File: src/rtl/cpu_types_pkg.sv
// rtl/cpu_types_pkg.sv - shared CPU datapath types and EX/MEM memory-access states
package cpu_types_pkg;

  localparam int WORD_W = 32;
  localparam int REG_W  = 5;

  typedef logic [WORD_W-1:0] word_t;
  typedef logic [REG_W-1:0]  regbits_t;

  // Data-cache access state owned by the EX/MEM latch.
  typedef enum logic [1:0] {
    IDLE = 2'd0,
    REQ  = 2'd1,
    DONE = 2'd2
  } memstate_t;

endpackage

File: src/rtl/exmem_latch.sv
// rtl/exmem_latch.sv - EX/MEM pipeline latch with data-cache request handshake and memory stall
//
// Purpose: holds the ALU result and control bits of one instruction, issues the
// data-cache request for loads/stores and stalls upstream until dhit.
// Build option: EXMEM_TIMEOUT_EN adds a REQ watchdog and the mem_timeout output.
//
// Ports:
//   CLK, RST                     clock, synchronous active-high reset
//   en, flush                    capture enable / load-a-bubble from the hazard unit
//   aluout, rdat2, pc_plus_4     execute-stage data (aluout is also the address)
//   wsel, regWEN, MemtoReg,
//   dREN, dWEN, halt, JAL        execute-stage control
//   dhit, dmemload               cache response
//   dmemREN, dmemWEN, dmemaddr,
//   dmemstore                    cache request
//   mem_stall                    freeze upstream latches
//   out_*                        registered values to the MEM/WB latch
//   mem_timeout                  watchdog flag (EXMEM_TIMEOUT_EN only)
module exmem_latch
  import cpu_types_pkg::*;
#(
  parameter int TIMEOUT_CYCLES = 255
) (
  input  logic     CLK,
  input  logic     RST,
  input  logic     en,
  input  logic     flush,
  input  word_t    aluout,
  input  word_t    rdat2,
  input  word_t    pc_plus_4,
  input  regbits_t wsel,
  input  logic     regWEN,
  input  logic     MemtoReg,
  input  logic     dREN,
  input  logic     dWEN,
  input  logic     halt,
  input  logic     JAL,
  input  logic     dhit,
  input  word_t    dmemload,
  output logic     dmemREN,
  output logic     dmemWEN,
  output word_t    dmemaddr,
  output word_t    dmemstore,
  output logic     mem_stall,
  output word_t    out_aluout,
  output word_t    out_pc_plus_4,
  output word_t    out_dmemload,
  output regbits_t out_wsel,
  output logic     out_regWEN,
  output logic     out_MemtoReg,
  output logic     out_halt,
`ifdef EXMEM_TIMEOUT_EN
  output logic     out_JAL,
  output logic     mem_timeout
`else
  output logic     out_JAL
`endif
);

  memstate_t r_state;
  memstate_t w_state_next;
  logic      r_dREN;
  logic      r_dWEN;
  word_t     r_rdat2;
  word_t     r_hold;
  logic      w_in_req;
  logic      w_cap;
  logic      w_new_mem;

  always_comb begin
    w_in_req  = (r_state == REQ);
    mem_stall = w_in_req & ~dhit;
    w_cap     = en & ~mem_stall & ~out_halt;
    w_new_mem = ~flush & (dREN | dWEN);
  end

  // A capture always decides the next state from the new instruction; without
  // one, a finished access parks in DONE so the request drops while frozen.
  always_comb begin
    w_state_next = r_state;
    if (w_cap) begin
      w_state_next = w_new_mem ? REQ : IDLE;
    end else if (w_in_req && dhit) begin
      w_state_next = DONE;
    end
  end

  // Request is only driven in REQ; a load wins when both ops are latched.
  always_comb begin
    dmemREN      = w_in_req & r_dREN;
    dmemWEN      = w_in_req & r_dWEN & ~r_dREN;
    dmemaddr     = out_aluout;
    dmemstore    = r_rdat2;
    out_dmemload = w_in_req ? dmemload : r_hold;
  end

  always_ff @(posedge CLK) begin
    if (RST) begin
      r_state       <= IDLE;
      r_dREN        <= 1'b0;
      r_dWEN        <= 1'b0;
      r_rdat2       <= '0;
      r_hold        <= '0;
      out_aluout    <= '0;
      out_pc_plus_4 <= '0;
      out_wsel      <= '0;
      out_regWEN    <= 1'b0;
      out_MemtoReg  <= 1'b0;
      out_halt      <= 1'b0;
      out_JAL       <= 1'b0;
    end else begin
      r_state <= w_state_next;
      if (w_in_req && dhit) begin
        r_hold <= dmemload;
      end
      if (w_cap) begin
        if (flush) begin
          r_dREN        <= 1'b0;
          r_dWEN        <= 1'b0;
          r_rdat2       <= '0;
          out_aluout    <= '0;
          out_pc_plus_4 <= '0;
          out_wsel      <= '0;
          out_regWEN    <= 1'b0;
          out_MemtoReg  <= 1'b0;
          out_halt      <= 1'b0;
          out_JAL       <= 1'b0;
        end else begin
          r_dREN        <= dREN;
          r_dWEN        <= dWEN;
          r_rdat2       <= rdat2;
          out_aluout    <= aluout;
          out_pc_plus_4 <= pc_plus_4;
          out_wsel      <= wsel;
          out_regWEN    <= regWEN;
          out_MemtoReg  <= MemtoReg;
          out_halt      <= halt;
          out_JAL       <= JAL;
        end
      end
    end
  end

`ifdef EXMEM_TIMEOUT_EN
  localparam logic [7:0] TIMEOUT_LIM = 8'(TIMEOUT_CYCLES);

  logic [7:0] r_wd_cnt;
  logic [7:0] w_wd_cnt_next;
  logic       r_timeout;

  always_comb begin
    w_wd_cnt_next = r_wd_cnt;
    if (!w_in_req) begin
      w_wd_cnt_next = '0;
    end else if (!dhit && r_wd_cnt != 8'hFF) begin
      w_wd_cnt_next = r_wd_cnt + 8'd1;
    end
  end

  // Flag is sticky until reset, independent of later completion.
  always_ff @(posedge CLK) begin
    if (RST) begin
      r_wd_cnt  <= '0;
      r_timeout <= 1'b0;
    end else begin
      r_wd_cnt <= w_wd_cnt_next;
      if (w_in_req && !dhit && w_wd_cnt_next == TIMEOUT_LIM) begin
        r_timeout <= 1'b1;
      end
    end
  end

  assign mem_timeout = r_timeout;
`else
  logic w_unused_timeout;
  assign w_unused_timeout = (TIMEOUT_CYCLES != 0);
`endif

endmodule
File: config.mk
export PLATFORM = sky130hd
export DESIGN_NAME = exmem_latch
export DESIGN_NICKNAME = d
export VERILOG_FILES = /design/src/rtl/cpu_types_pkg.sv /design/src/rtl/exmem_latch.sv
export SDC_FILE = /design/constraint.sdc
export NUM_CORES = 1
export LEC_CHECK = 0
export ABC_AREA = 1
export BUFFER_PORTS_ARGS = -buffer_cell sky130_fd_sc_hd__buf_2
export CAP_MARGIN = 30
export CORE_UTILIZATION = 30
export CTS_CLUSTER_DIAMETER = 100
export DETAILED_ROUTE_END_ITERATION = 6
export SYNTH_ARGS = -nofsm -noshare
export SYNTH_HDL_FRONTEND = slang
export SYNTH_SLANG_ARGS = --single-unit
File: constraint.sdc
create_clock -name CLK -period 1.15 [get_ports CLK]
set_input_delay 0.115 -clock CLK [delete_from_list [all_inputs] [get_ports CLK]]
set_output_delay 0.115 -clock CLK [all_outputs]
set_load 0.005 [all_outputs]
; ---- Word level (Yosys, flattened, before mapping)
; Index checks and enable logic that the tools add are counted.
[classes]
eq_ne = 1
n_mux = 14
bitwise_logic = 13
reduce_logical = 2
[ops]
columns = cell, n
row1 = $mux W32, 4
row2 = $and A1 B1 Y1, 7
row3 = $mux W1, 7
row4 = $mux W5, 1
row5 = $not A1 Y1, 5
row6 = $mux W2, 2
row7 = $eq A2 B1 Y1 const B, 1
row8 = $reduce_bool A2 Y1, 1
row9 = $logic_and A1 B1 Y1, 1
row10 = $or A1 B1 Y1, 1
[word_totals]
register_bits = 141
inputBits = 144
out_inout_bits = 172
wordCells = 42

; ---- Logic depth before layout (Yosys ltp)
[logic_depth]
word_depth = 6
ltp_mapped = 9
depth_no_buf = 6

; ---- Least setup slack after synthesis
; OpenSTA, ideal clock, no wires.
[synth_timing]
path_kind = register to register
start = reg out_halt
end = reg out_pc_plus_4[14]
setup_ns = 0.113
arrival_time_ns = 1.032
required_ns = 1.037
path_slack_ns = 0.005
path_stages_with_launch = 7
path_buffers = 2
period_less_slack_ns = 1.145
path_cell_list = dfxtp_1 -> nor2_1 -> nand2_4 -> buf_6 -> buf_4 -> nand3_1 -> nand2_1
[synth_via]
elab_chain_len = 2
[synth_rtl]
columns = element, line_no
row1 = from (decl), exmem_latch.sv:51  ; output logic out_halt,
row2 = from (signal assigned), exmem_latch.sv:137  ; out_halt <= halt;
row3 = $not A1 Y1, exmem_latch.sv:73  ; w_cap = en & ~mem_stall & ~out_halt;
row4 = $and A1 B1 Y1, exmem_latch.sv:73
row5 = to (signal assigned), exmem_latch.sv:133  ; out_pc_plus_4 <= pc_plus_4;
row6 = to (decl), exmem_latch.sv:46  ; output word_t out_pc_plus_4,
; Every way passes these cells.
; A chain may end at the register's enable or synchronous reset.

; ---- Final worst setup path
[layout_timing]
start = reg r_state[0]
end = out out_dmemload[22]
[layout_via]
elab_chain_len = 2
[layout_rtl]
columns = element, line_no
row1 = from (decl), exmem_latch.sv:60  ; memstate_t r_state;
row2 = from (signal assigned), exmem_latch.sv:112  ; r_state <= w_state_next;
row3 = $eq A2 B1 Y1, exmem_latch.sv:71  ; w_in_req = (r_state == REQ);
row4 = $mux W32, exmem_latch.sv:94  ; out_dmemload = w_in_req ? dmemload : r_hold;
row5 = to (decl), exmem_latch.sv:47  ; output word_t out_dmemload,
; Every way passes these cells.

==> results.toml <==
[layout]
area_delta_synth_final_pct = 102
nFillCells = 1523
stdcell_area_sq_um = 11900
final_cell_mix = "buf_2, nand2_1, dlygate4sd3_1"
nNetsFinal = 1391
drive_gt1_share_pct = 51.6
final_common_cell = "buf_2"
fin_util_pct = 62.7

[clock_network]
clk_path_buf_depth = 2
clk_pin_slew_ps = 60
htreeDepth = 4
cts_tree = "yes"
insertion_delay_ps = 420
root_buffer = "clkbuf_16"
cts_buffers = 17
cts_sinks = 141

[setup_path]
max_stage_delay_ps = 340
crit_top_cell = "nand2_1"
path_cells = "inv_2 -> nor2_4 -> buf_6 -> inv_8 -> clkbuf_16 -> nand2_1 -> nand2_1 -> buf_2"
timing.rr.end = "dmemaddr[9]$_SDFFE_PP0P_"
rrSetupSlack_ps = -400
crit_type = "flip-flop to primary output"
start_kind = "flip-flop"
cp-end-kind = "primary output"
worstPathRequired_ps = 1030
reg2reg_from = "r_state[1]$_SDFFE_PP0P_"
critPathBufInv = 5
timing.critical_path.arrival_ps = 1510
cp_slowest_cell = "dfxtp_2"
crit_fanout = 8
rr_worst_depth = 11
cp_top_family = "buffers and inverters"

[floorplanning]
io_pins = 316
fp.coreArea_sq_um = 19000
dieArea_sq_um = 20100
die_w_um = 142
die_height_um = 142
fp-row-count = 50
initial_core_util_pct = 31.0

[placed_design]
pre_cts_slack_ps = -142
numPortBuffers = 315
dp_hpwl_um = 12800
dpl_cell_area_sq_um = 7640
gp_congestion = 0.772

[sta]
clock_skew_ps = 9.03
setup_violations = 174
rsz0062_at_grt = "yes"
period_needed_ps = 1620
relSlewSlack_pct = 65.5
fin_ws_ps = -472
tightestPinTransition_ps = 518
finalCritPeriodShare_pct = 141
fmax_mhz = 616
hold_violations = 0
finalMaxSlewViolations = 0
fin_hold_ws_ps = 40.4

[detailed_routing]
drcViolationCount = 0
drtIter0Drc = 250
dr.pass1.iters = 5
avgViaCountPerCell = 4.78
wl_um = 25500
antenna_left = 0
wl_per_cell_um = 16.7
dr_total_vias = 7287

[power_and_ir_drop]
p_sw_uw = 3770
p_leak_uw = 0.00576
p_int_uw = 10500
switching_share_pct = 26.4
power_density_nw_per_um2 = 1200
combPwrFrac_pct = 20.5
vdd_drop_max_mv = 0.952
finalPower_uw = 14300
seqPwrFrac_pct = 36.5
pwr-share-clk_pct = 43.0

[grt]
grtUsageMet3_pct = 5.60
grt_max_degree = 57
met1_usage_pct = 26.3
first_global_vias = 6865
antenna_found_initial = 2
grt_pass1_wl_um = 35200
grt-ovfl-total = 0
top_usage_layer = "met2"
grt_use_met2_pct = 40.0
track_usage_pct = 22.5

[synthesis]
ys_warn_count = 0
yosysSeqAreaShare_pct = 48.1
synth_cells = 777
synth_cell_types = 19
syn-num-nets = 921
synth_seq_cells = 141
postSynthAreaPerCell_sq_um = 7.55
synth_area_sq_um = 5870

[flow_run]
cap_violations = 0

[min_path]
holdPathEnd = "r_state[0]$_SDFFE_PP0P_"
min_from = "flush"
min_path_type = "primary input to flip-flop"
hold_depth = 4

[status]
outcome = "complete, but fails checks"
violations = "negative setup slack"
final cells by class:
type                       instances  area, sq um  share of cell area [%]
antenna                            3         7.51                  0.0632
clock buffer                      19          453                    3.81
clock inverter                    13          200                    1.69
inverter                           9         61.3                   0.516
multi-input combinational        530         3320                    28.0
sequential                       141         2830                    23.8
tap                              260          325                    2.74
timing repair buffer             547         4670                    39.3
timing repair inverter             1         16.3                   0.137
stage by stage:
| step | setup TNS [ps] | instances |
|---|---|---|
| floorplan | 0 | 777 |
| global placement | -8270 | 1293 |
| detailed placement | -11260 | 1293 |
| CTS | -50950 | 1508 |
| global route | -63540 | 1522 |
| finish | -52370 | 1523 |
registers in the layout (all words and copies together) (netlist names):
signal and count:
dmemstore 32, r_hold 32, out_wsel 5, r_state 2
out_halt 1, dmemaddr 32, out_regWEN 1, out_MemtoReg 1
out_JAL 1, r_dREN 1, out_pc_plus_4 32, r_dWEN 1
power groups by stage:
stage	Combinational (uW)	Clock [uW]	Sequential (uW)
3_5_place_dp	1490	0	5290
3_3_place_gp	1490	0	5290
6_report	2930	6130	5220
2_1_floorplan	721	0	5300
4_1_cts	2630	6240	5190
5_1_grt	3100	6450	5230
cells by family (layout without fill, tap and decap cells):
kind of cell	after synthesis	count (layout)	share of synthesized area (%)
and+or+nand+nor	495	495	38.2
DFF	141	141	48.1
buffers and inverters	106	589	10.8
AOI/OAI and AO/OA	35	35	2.98
other	0	3	0
cell usage after synthesis:
master    number  share of area (%)
inv_2          2               0.13
buf_2         26                2.2
a21oi_1       35                3.0
nand2_4        1               0.19
inv_4          1               0.11
nor2_1         5               0.32
clkinv_1       1              0.064
nand3_1      236                 20
inv_1          5               0.32
nand2_1      240                 15
nand3_2       11                1.9
dfxtp_1      141                 48
buf_4         38                4.9
buf_6          6                1.2
buf_1          7               0.45
clkbuf_1      19                1.2
nor2_4         1               0.19
nor2_2         1               0.11
buf_8          1               0.26
worst max-delay path by stage:
stage,from,end,slack [ps],cells after the start
2_1_floorplan,out_halt$_SDFFE_PP0P_,out_pc_plus_4[14]$_SDFFE_PP0P_,5,6
4_1_cts,r_state[0]$_SDFFE_PP0P_,out_dmemload[31],-450,7
3_5_place_dp,out_halt$_SDFFE_PP0P_,dmemaddr[2]$_SDFFE_PP0P_,-140,6
3_3_place_gp,out_halt$_SDFFE_PP0P_,dmemaddr[2]$_SDFFE_PP0P_,-130,6
6_report,r_state[0]$_SDFFE_PP0P_,out_dmemload[22],-470,8
5_1_grt,r_state[0]$_SDFFE_PP0P_,out_dmemload[22],-550,8
worst min-delay path, delay by kind of cell:
kind | cells | cell delay, ps
simple gates | 2 | 120
compound gates | 1 | 60
buf+inv | 1 | 110
per-layer routing:
layer | part of all wire [%] | up-vias
li1 | - | 3502
met1 | 40 | 3388
met2 | 51 | 344
met3 | 6.8 | 53
met4 | 2.7 | 0
met5 | 0 | -
timing repair:
item,CTS,global route
pin swaps,11,18
endpoints found under the hold margin,139,0
setup endpoints to repair,142,176
resized for setup,138,162
cloned,19,12
hold buffers,139,0
setup buffers,25,4
(Power assumes the default switching activity.)
